$ cat src/rtl/mult_pkg.sv
// -----------------------------------------------------------------------------
// mult_pkg
// Shared definitions for the shift-and-add multiplier controller, its
// iteration counter, the external datapath and the bench.
//   ITER_DEFAULT : default number of add/shift iterations (multiplier width)
//   ctrlState    : controller state encoding
//   cntWidth()   : width of the iteration index for a given iteration count
// -----------------------------------------------------------------------------
package mult_pkg;

    localparam int ITER_DEFAULT = 4;

    typedef enum logic [2:0] {
        IDLE  = 3'd0,
        LOAD  = 3'd1,
        TEST  = 3'd2,
        SHIFT = 3'd3,
        DONE  = 3'd4
    } ctrlState;

    // A single-iteration build still needs a one-bit index so the port
    // never collapses to zero width.
    function automatic int cntWidth(input int iter);
        return (iter > 1) ? $clog2(iter) : 1;
    endfunction

endpackage

$ cat src/rtl/iter_cnt.sv
// -----------------------------------------------------------------------------
// iter_cnt
// Iteration counter for the multiplier controller. Counts 0..ITER-1 and then
// saturates; it never wraps back to 0 on its own.
//   clk : clock, rising edge
//   clr : synchronous clear (also used by the controller to rearm the count)
//   inc : increment enable, ignored once the terminal count is reached
//   cnt : current iteration index
//   tc  : terminal count, high while cnt == ITER-1
// -----------------------------------------------------------------------------
module iter_cnt
    import mult_pkg::*;
#(
    parameter int ITER = ITER_DEFAULT,
    parameter int W    = cntWidth(ITER)
) (
    input  logic         clk,
    input  logic         clr,
    input  logic         inc,
    output logic [W-1:0] cnt,
    output logic         tc
);

    // Terminal count is decoded straight from the register so the controller
    // can decide in the final SHIFT cycle whether to finish or loop again.
    assign tc = (cnt == W'(ITER - 1));

    // The count holds at ITER-1 instead of wrapping, so a stray increment
    // request in the last iteration can never push the index out of range.
    always_ff @(posedge clk) begin
        if (clr) begin
            cnt <= '0;
        end else if (inc && !tc) begin
            cnt <= cnt + 1'b1;
        end
    end

endmodule

$ cat src/rtl/mult_ctrl.sv
// -----------------------------------------------------------------------------
// mult_ctrl
// Control unit for a sequential shift-and-add multiplier. The datapath
// (multiplier shift register, multiplicand register, accumulator) lives
// outside; this block only sequences it.
//   clk     : clock, rising edge
//   clr     : synchronous active-high reset
//   start   : multiply request, level sampled; four-phase handshake with done
//   q0      : LSB of the multiplier shift register
//   load    : parallel load of multiplier and multiplicand
//   acc_clr : clear of the accumulator / partial product
//   add     : accumulator add enable (q0 during a TEST cycle)
//   sft     : shift right of multiplier and accumulator
//   busy    : operation in progress (any state other than IDLE and DONE)
//   done    : product valid, held while start stays high
//   cnt     : current iteration index
// Sequence: IDLE -> LOAD -> (TEST -> SHIFT) x ITER -> DONE -> IDLE
// -----------------------------------------------------------------------------
module mult_ctrl
    import mult_pkg::*;
#(
    parameter int ITER = ITER_DEFAULT
) (
    input  logic                      clk,
    input  logic                      clr,
    input  logic                      start,
    input  logic                      q0,
    output logic                      load,
    output logic                      acc_clr,
    output logic                      add,
    output logic                      sft,
    output logic                      busy,
    output logic                      done,
    output logic [cntWidth(ITER)-1:0] cnt
);

    ctrlState state;
    logic     testPhase;
    logic     cntClr;
    logic     cntInc;
    logic     lastIter;

    // The index is rearmed to 0 whenever the controller is idle or about to
    // become idle, so it reads 0 in IDLE and in LOAD and only advances on
    // the SHIFT cycles of an operation.
    assign cntClr = clr || (state == IDLE) || ((state == DONE) && !start);
    assign cntInc = (state == SHIFT);

    iter_cnt #(
        .ITER (ITER),
        .W    (cntWidth(ITER))
    ) u_iter_cnt (
        .clk (clk),
        .clr (cntClr),
        .inc (cntInc),
        .cnt (cnt),
        .tc  (lastIter)
    );

    // add is the only output that is not purely registered: the multiplier
    // LSB is only known once the datapath has shifted, so it is gated by the
    // registered TEST flag in the same cycle.
    assign add = testPhase && q0;

    // State register and all registered outputs live in one block. Each
    // transition sets the strobes that belong to the state being entered, so
    // every output is a flop that matches the state it accompanies and the
    // strobes can never overlap. start is only looked at in IDLE and DONE,
    // which makes a request raised or dropped mid-operation harmless.
    always_ff @(posedge clk) begin
        if (clr) begin
            state     <= IDLE;
            load      <= 1'b0;
            acc_clr   <= 1'b0;
            testPhase <= 1'b0;
            sft       <= 1'b0;
            busy      <= 1'b0;
            done      <= 1'b0;
        end else begin
            case (state)
                IDLE: begin
                    if (start) begin
                        state   <= LOAD;
                        load    <= 1'b1;
                        acc_clr <= 1'b1;
                        busy    <= 1'b1;
                    end
                end
                LOAD: begin
                    state     <= TEST;
                    load      <= 1'b0;
                    acc_clr   <= 1'b0;
                    testPhase <= 1'b1;
                end
                TEST: begin
                    state     <= SHIFT;
                    testPhase <= 1'b0;
                    sft       <= 1'b1;
                end
                SHIFT: begin
                    sft <= 1'b0;
                    if (lastIter) begin
                        state <= DONE;
                        busy  <= 1'b0;
                        done  <= 1'b1;
                    end else begin
                        state     <= TEST;
                        testPhase <= 1'b1;
                    end
                end
                DONE: begin
                    if (!start) begin
                        state <= IDLE;
                        done  <= 1'b0;
                    end
                end
                default: begin
                    state     <= IDLE;
                    load      <= 1'b0;
                    acc_clr   <= 1'b0;
                    testPhase <= 1'b0;
                    sft       <= 1'b0;
                    busy      <= 1'b0;
                    done      <= 1'b0;
                end
            endcase
        end
    end

endmodule

$ cat config.mk
export PLATFORM = sky130hd
export DESIGN_NAME = mult_ctrl
export DESIGN_NICKNAME = d
export VERILOG_FILES = /design/src/rtl/mult_pkg.sv /design/src/rtl/iter_cnt.sv /design/src/rtl/mult_ctrl.sv
export SDC_FILE = /design/constraint.sdc
export NUM_CORES = 1
export LEC_CHECK = 0
export ABC_AREA = 1
export CAP_MARGIN = 20
export CORE_AREA = 5 5 42 44
export CTS_BUF_LIST = sky130_fd_sc_hd__clkbuf_16
export CTS_CLUSTER_SIZE = 28
export DETAILED_ROUTE_END_ITERATION = 6
export DIE_AREA = 0 0 47 49
export PLACE_DENSITY = 0.59
export SYNTH_ARGS = -nofsm -noshare
export SYNTH_HDL_FRONTEND = slang
export SYNTH_SLANG_ARGS = --single-unit
$ cat constraint.sdc
create_clock -name clk -period 2.1 [get_ports clk]
set_input_delay 0.42 -clock clk [delete_from_list [all_inputs] [get_ports clk]]
set_output_delay 0.42 -clock clk [all_outputs]
set_load 0.1 [all_outputs]
# Word-level counts from Yosys, hierarchy flattened
# Cells that the tools add are included.
# Widths: inputs -> output; s select.
dict set report word_totals {
  ff_bits 10
  memories 0
  elab_cells 53
  out_inout_bits 8
  ram_bits 0
  romBits 0
  latchBits 0
  inputBits 4
}
dict set report classes {
  n_eq_ne 9
  muxes 14
  n_addsub 1
  shift 0
  mul 0
  bitwise 4
  n_reduce_logical 18
  n_div 0
  magnitude_cmp 0
}
# cell count
set op_table {}
lappend op_table {{$pmux 3 s5} 1}
lappend op_table {{$reduce_or 3->1} 4}
lappend op_table {{$mux 3} 3}
lappend op_table {{$pmux 1 s3} 3}
lappend op_table {{$ne 2x2->1 const B} 4}
lappend op_table {{$eq 3x2->1 const B} 2}
lappend op_table {{$reduce_and 2->1} 3}
lappend op_table {{$reduce_and 3->1} 2}
lappend op_table {{$mux 1} 5}
lappend op_table {{$not 1->1} 4}
lappend op_table {{$pmux 1 s2} 2}
lappend op_table {{$eq 3x1->1 const B} 1}
lappend op_table {{$eq 3x3->1 const B} 1}
lappend op_table {{$logic_and 1x1->1} 3}
lappend op_table {{$logic_not 3->1} 1}
lappend op_table {{$add 2x1->2 const B} 1}
lappend op_table {{$eq 2x2->1 const B} 1}
lappend op_table {{$logic_not 1->1} 2}
lappend op_table {{$logic_or 1x1->1} 2}
lappend op_table {{$reduce_or 2->1} 1}

# Depth between registers and ports, before layout
dict set report logic_depth {
  depth_word 4
  mapped_depth 7
  depth_no_buf 7
}

# Modules after synthesis
# From an unflattened synthesis, not the netlist that was laid out.
dict set report unflattened {
  hier_cells 73
  hier_area_um2 491.7
}
# module instances cells_each seq_area_each_um2 area_each_um2
set by_module_without_submodules {}
lappend by_module_without_submodules {mult_ctrl 1 57 160.2 385.4}
lappend by_module_without_submodules {iter_cnt 1 16 40.0 106.4}

# Worst setup path before layout
# No wires, ideal clock.
dict set report synth_timing {
  path_kind {reg-to-reg}
  from {register u_iter_cnt.cnt[0]}
  to {register busy}
  stages_incl_launch_ff 7
  slack_ns 0.280
  setup_ns 0.065
  path_buffers 0
  t_arrival_ns 1.755
  synth_period_minus_slack_ns 1.820
  required_time_ns 2.035
  path_cell_list {dfxtp_1 > ha_1 > nand2_1 > nand3_1 > nand3_1 > nor2b_1 > nor2_1}
}
dict set report synth_between {
  elab_chain_cells 3
}
# item line_no
set synth_lines {}
lappend synth_lines {{from (decl)} iter_cnt.sv:20} ;# output logic [W-1:0] cnt,
lappend synth_lines {{from (signal assigned)} iter_cnt.sv:34} ;# cnt <= cnt + 1'b1;
lappend synth_lines {{$eq 2x2->1} iter_cnt.sv:26} ;# assign tc = (cnt == W'(ITER - 1));
lappend synth_lines {{$ne 2x2->1 (no line)} --}
lappend synth_lines {{$reduce_and 3->1 (no line)} --}
lappend synth_lines {{to (signal assigned)} mult_ctrl.sv:77} ;# busy <= 1'b0;
lappend synth_lines {{to (signal assigned)} mult_ctrl.sv:86} ;# busy <= 1'b1;
lappend synth_lines {{to (signal assigned)} mult_ctrl.sv:104} ;# busy <= 1'b0;
lappend synth_lines {{to (decl)} mult_ctrl.sv:32} ;# output logic busy,
# No other way between the ends.
# A chain may end at the register's enable or synchronous reset.

# Worst setup path in the final report
dict set report layout_timing {
  from {input q0}
  to {output add}
}
dict set report layout_between {
  elab_chain_cells 1
}
# item line_no
set layout_lines {}
lappend layout_lines {{from (decl)} mult_ctrl.sv:27} ;# input logic q0,
lappend layout_lines {{$logic_and 1x1->1} mult_ctrl.sv:63} ;# assign add = testPhase && q0;
lappend layout_lines {{to (decl)} mult_ctrl.sv:30} ;# output logic add,
# No other way between the ends.

==> summary.log <==
qor: outcome.run_status finished clean
qor: pwr.combPwrFrac 0.212
qor: critical_path.timing.critical_path.arrival 1190 ps
qor: logic_synthesis.synth_top_area_cell sky130_fd_sc_hd__dfxtp_1
qor: logic_synthesis.syn_area 473 um^2
qor: place.worst_slack_placed 490 ps
qor: logic_synthesis.synthMostInstantiatedCell sky130_fd_sc_hd__nand2_1
qor: timing.rsz0062_at_grt no
qor: final_layout.growth_of_design_area_from_synthesis_to_finish 39.4%
qor: logic_synthesis.synth_area_in_compound_gates 0.143
qor: critical_path.critical_path.endpoint_type primary output
qor: final_layout.combined_area_of_the_multi_input_logic_cells 239 um^2
qor: min_path.hold_path.class flip-flop to flip-flop
qor: final_layout.nFillCells 145
qor: global_route.groute.layer.met1.usage 0.132
qor: logic_synthesis.yosysSeqAreaShare 0.423
qor: timing.worst-slew-pin-transition 291 ps
qor: critical_path.r2r-start state[0]
qor: detailed_routing.drt_drc_violations_left 0
qor: floorplanning.fp.dieW 47 um
qor: clocking.post_cts_resize_count 0
qor: floorplanning.floorplan.die_area 0.00230 mm^2
qor: logic_synthesis.gate_count_post_synth 67
qor: min_path.holdPathEnd sft
qor: clocking.hold_bufs_inserted_after_cts 0
qor: final_layout.n_antenna_cell 0
qor: detailed_routing.route.antenna.remaining_nets 0
qor: logic_synthesis.postSynth.topFlopCell sky130_fd_sc_hd__dfxtp_1
qor: floorplanning.fp.coreArea 0.00140 mm^2
qor: pwr.p_leak 0.295 nW
qor: global_route.grt_first_pass_wirelength 1.57 mm
qor: clocking.cts_tree built
qor: timing.timing.slew.headroom 0.805
qor: logic_synthesis.synth.mux.area_fraction 0
qor: critical_path.worst_r2r_path_depth 5
qor: place.numPortBuffers 11
qor: global_route.groute.layer.met3.usage 0.0480
qor: critical_path.timing.rr.end busy
qor: logic_synthesis.synth_cell_types 17
qor: pwr.seqPwrFrac 0.310
qor: timing.fmax 622 MHz
qor: detailed_routing.routed_wl 966 um
qor: logic_synthesis.synth_top_cells_by_area sky130_fd_sc_hd__dfxtp_1 42%, sky130_fd_sc_hd__nand2_1 13%, sky130_fd_sc_hd__a21oi_1 9.5%
qor: clocking.clkSinkCount 10
qor: flow_run.maxCapViolations 0
qor: timing.finalClockSkew 0.337 ps
qor: floorplanning.io_pins 12
qor: logic_synthesis.synth_top_family_by_area simple AND/OR/NAND/NOR gates
qor: min_path.timing.hold.worst_path_depth 2
qor: global_route.grt.total_usage 0.0987
qor: logic_synthesis.synth_seq_cells 10
qor: timing.fin_tns_setup 0 ps
qor: clocking.clkSlewWorstSetupHoldPaths 40 ps
qor: floorplanning.rows 14
qor: global_route.grt-busiest-layer met1
qor: detailed_routing.routed-via-count 441
qor: critical_path.crit_path_max_fanout 1
qor: logic_synthesis.synth.net_count 72
qor: pwr.power_frac_clock 0.479
qor: pwr.max-vdd-ir-drop 529 uV
qor: timing.worst_slack 491 ps
qor: logic_synthesis.synthArstFlopShare 0
qor: logic_synthesis.yosys.area_share.adder 0.0265
qor: global_route.grt_overflow_total 0
qor: final_layout.num-nets-final 86
qor: pwr.power_density 1060 mW/mm^2
qor: floorplanning.die_y 49 um
qor: timing.report.final.slew_viol_count 0
qor: final_layout.final-seq-area 200 um^2
qor: detailed_routing.detailedRoute.firstIterationViolations 11
qor: global_route.grt_max_degree 9
qor: logic_synthesis.yosys-top-cells-count 17 x sky130_fd_sc_hd__nand2_1, 10 x sky130_fd_sc_hd__dfxtp_1, 9 x sky130_fd_sc_hd__a21oi_1, 7 x sky130_fd_sc_hd__nand3_1, 6 x sky130_fd_sc_hd__inv_1
qor: global_route.initial_antenna_violation_count 0
qor: logic_synthesis.synth_simple_gate_area_frac 0.336
qor: logic_synthesis.synth.yosys.warnings 0
qor: timing.final-setup-viol-count 0
qor: detailed_routing.via_per_inst 4.64
qor: logic_synthesis.synth_xor_area_frac 0
qor: clocking.insertion_delay 240 ps
qor: detailed_routing.first_pass_iters 4
qor: global_route.grt_pass1_vias 359
qor: min_path.worst_hold_startpoint sft
qor: clocking.count_of_h_tree_levels_built_during_cts 1
qor: critical_path.regToRegSetupSlack 840 ps
qor: timing.fin_crit_sh 0.766
qor: global_route.grt.met2_usage 0.111
qor: floorplanning.initial_core_utilization 0.338
qor: timing.final.min_clock_period 1610 ps
qor: final_layout.drive_above_1_share 0.177
qor: critical_path.critPathRequiredTime 1680 ps
qor: logic_synthesis.synthDominantCellAreaShare 0.423
qor: logic_synthesis.synth_enable_flop_cells 0
qor: detailed_routing.wl_per_instance 10.2 um
qor: clocking.clock-root-buffer sky130_fd_sc_hd__clkbuf_16
qor: place.dp.final_hpwl 702 um
qor: pwr.p_int 0.491 mW
qor: pwr.switchingPower 0.209 mW
qor: pwr.total_power 0.700 mW
qor: logic_synthesis.synth_area_per_cell 7.06 um^2
qor: critical_path.worstSetupStartpointType primary input
qor: clocking.cts_made_buffers 3
qor: timing.timing_hold_violations_final 0
qor: pwr.swShare 0.299
qor: critical_path.crit_path_category primary input to primary output
qor: clocking.post_cts.repair.setup_buffers 0
qor: clocking.clk_path_buf_depth 2
qor: place.gpl.final_weighted_congestion 0.789
==> metal layers <==
layer | part of all wire | wire length, um
met1 | 0.51 | 490
met2 | 0.39 | 380
met3 | 0.061 | 59
met4 | 0.037 | 36
met5 | 0 | 0
==> worst max-delay path by stage <==
stage | cells after the start | from | endpoint
6_report | 4 | q0 | add
5_1_grt | 4 | q0 | add
4_1_cts | 4 | q0 | add
3_5_place_dp | 4 | q0 | add
3_3_place_gp | 4 | q0 | add
2_1_floorplan | 6 | u_iter_cnt.cnt[0] | busy
==> worst max-delay path, stage by stage <==
cell and delay (ps):
sky130_fd_sc_hd__clkdlybuf4s50_1 460, sky130_fd_sc_hd__nand2_1 50, sky130_fd_sc_hd__inv_1 90, sky130_fd_sc_hd__buf_12 180
==> layout make-up <==
cell class / count / area share
Tap cell: 16 / 0.0304
Inverter: 6 / 0.0342
Clock buffer: 3 / 0.114
Sequential cell: 10 / 0.304
Timing Repair Buffer: 11 / 0.156
Multi-Input combinational cell: 49 / 0.362
==> kinds of logic (layout without fill, tap and decap cells) <==
group | count (synthesis) | after routing
flip-flops | 10 | 10
AO/OA/AOI/OAI | 13 | 13
AND/OR/NAND/NOR | 35 | 35
adder cells (fa/ha/maj) | 1 | 1
buffers and inverters | 8 | 20
==> flip-flops by register name, indices dropped and copies added, names as in the netlist <==
register / count
state: 3
u_iter_cnt.cnt: 2
acc_clr: 1
busy: 1
done: 1
sft: 1
testPhase: 1
==> power groups by stage <==
stage          clock, mW  sequential (mW)  combinational [mW]
6_report           0.335            0.217               0.148
3_5_place_dp           0            0.220               0.149
4_1_cts            0.338            0.217               0.149
5_1_grt            0.352            0.219               0.159
2_1_floorplan          0            0.270              0.0670
3_3_place_gp           0            0.220               0.149
==> layout by cell type (no fill, tap or decap), drive strengths merged <==
master | Yosys | final
o21ai | 3 | 3
nand3 | 7 | 7
nor2 | 5 | 5
dfxtp | 10 | 10
clkdlybuf4s50 | 0 | 3
nand4 | 1 | 1
buf | 2 | 8
clkbuf | 0 | 3
a21boi | 1 | 1
nor2b | 1 | 1
ha | 1 | 1
nand3b | 1 | 1
a21oi | 9 | 9
nand2 | 19 | 19
or2 | 1 | 1
inv | 6 | 6
==> through the flow <==
step / area [um^2] / utilization / cells / hold WS [ps]
after floorplan: 473 / - / 67 / 440
after global placement: 584 / 0.417 / 92 / 453
after detailed placement: 584 / 0.417 / 92 / 455
after CTS: 659 / 0.471 / 95 / 461
after global routing: 659 / 0.471 / 95 / 483
final: 659 / 0.471 / 95 / 460
Note: power is estimated with default switching activity, not from simulation.
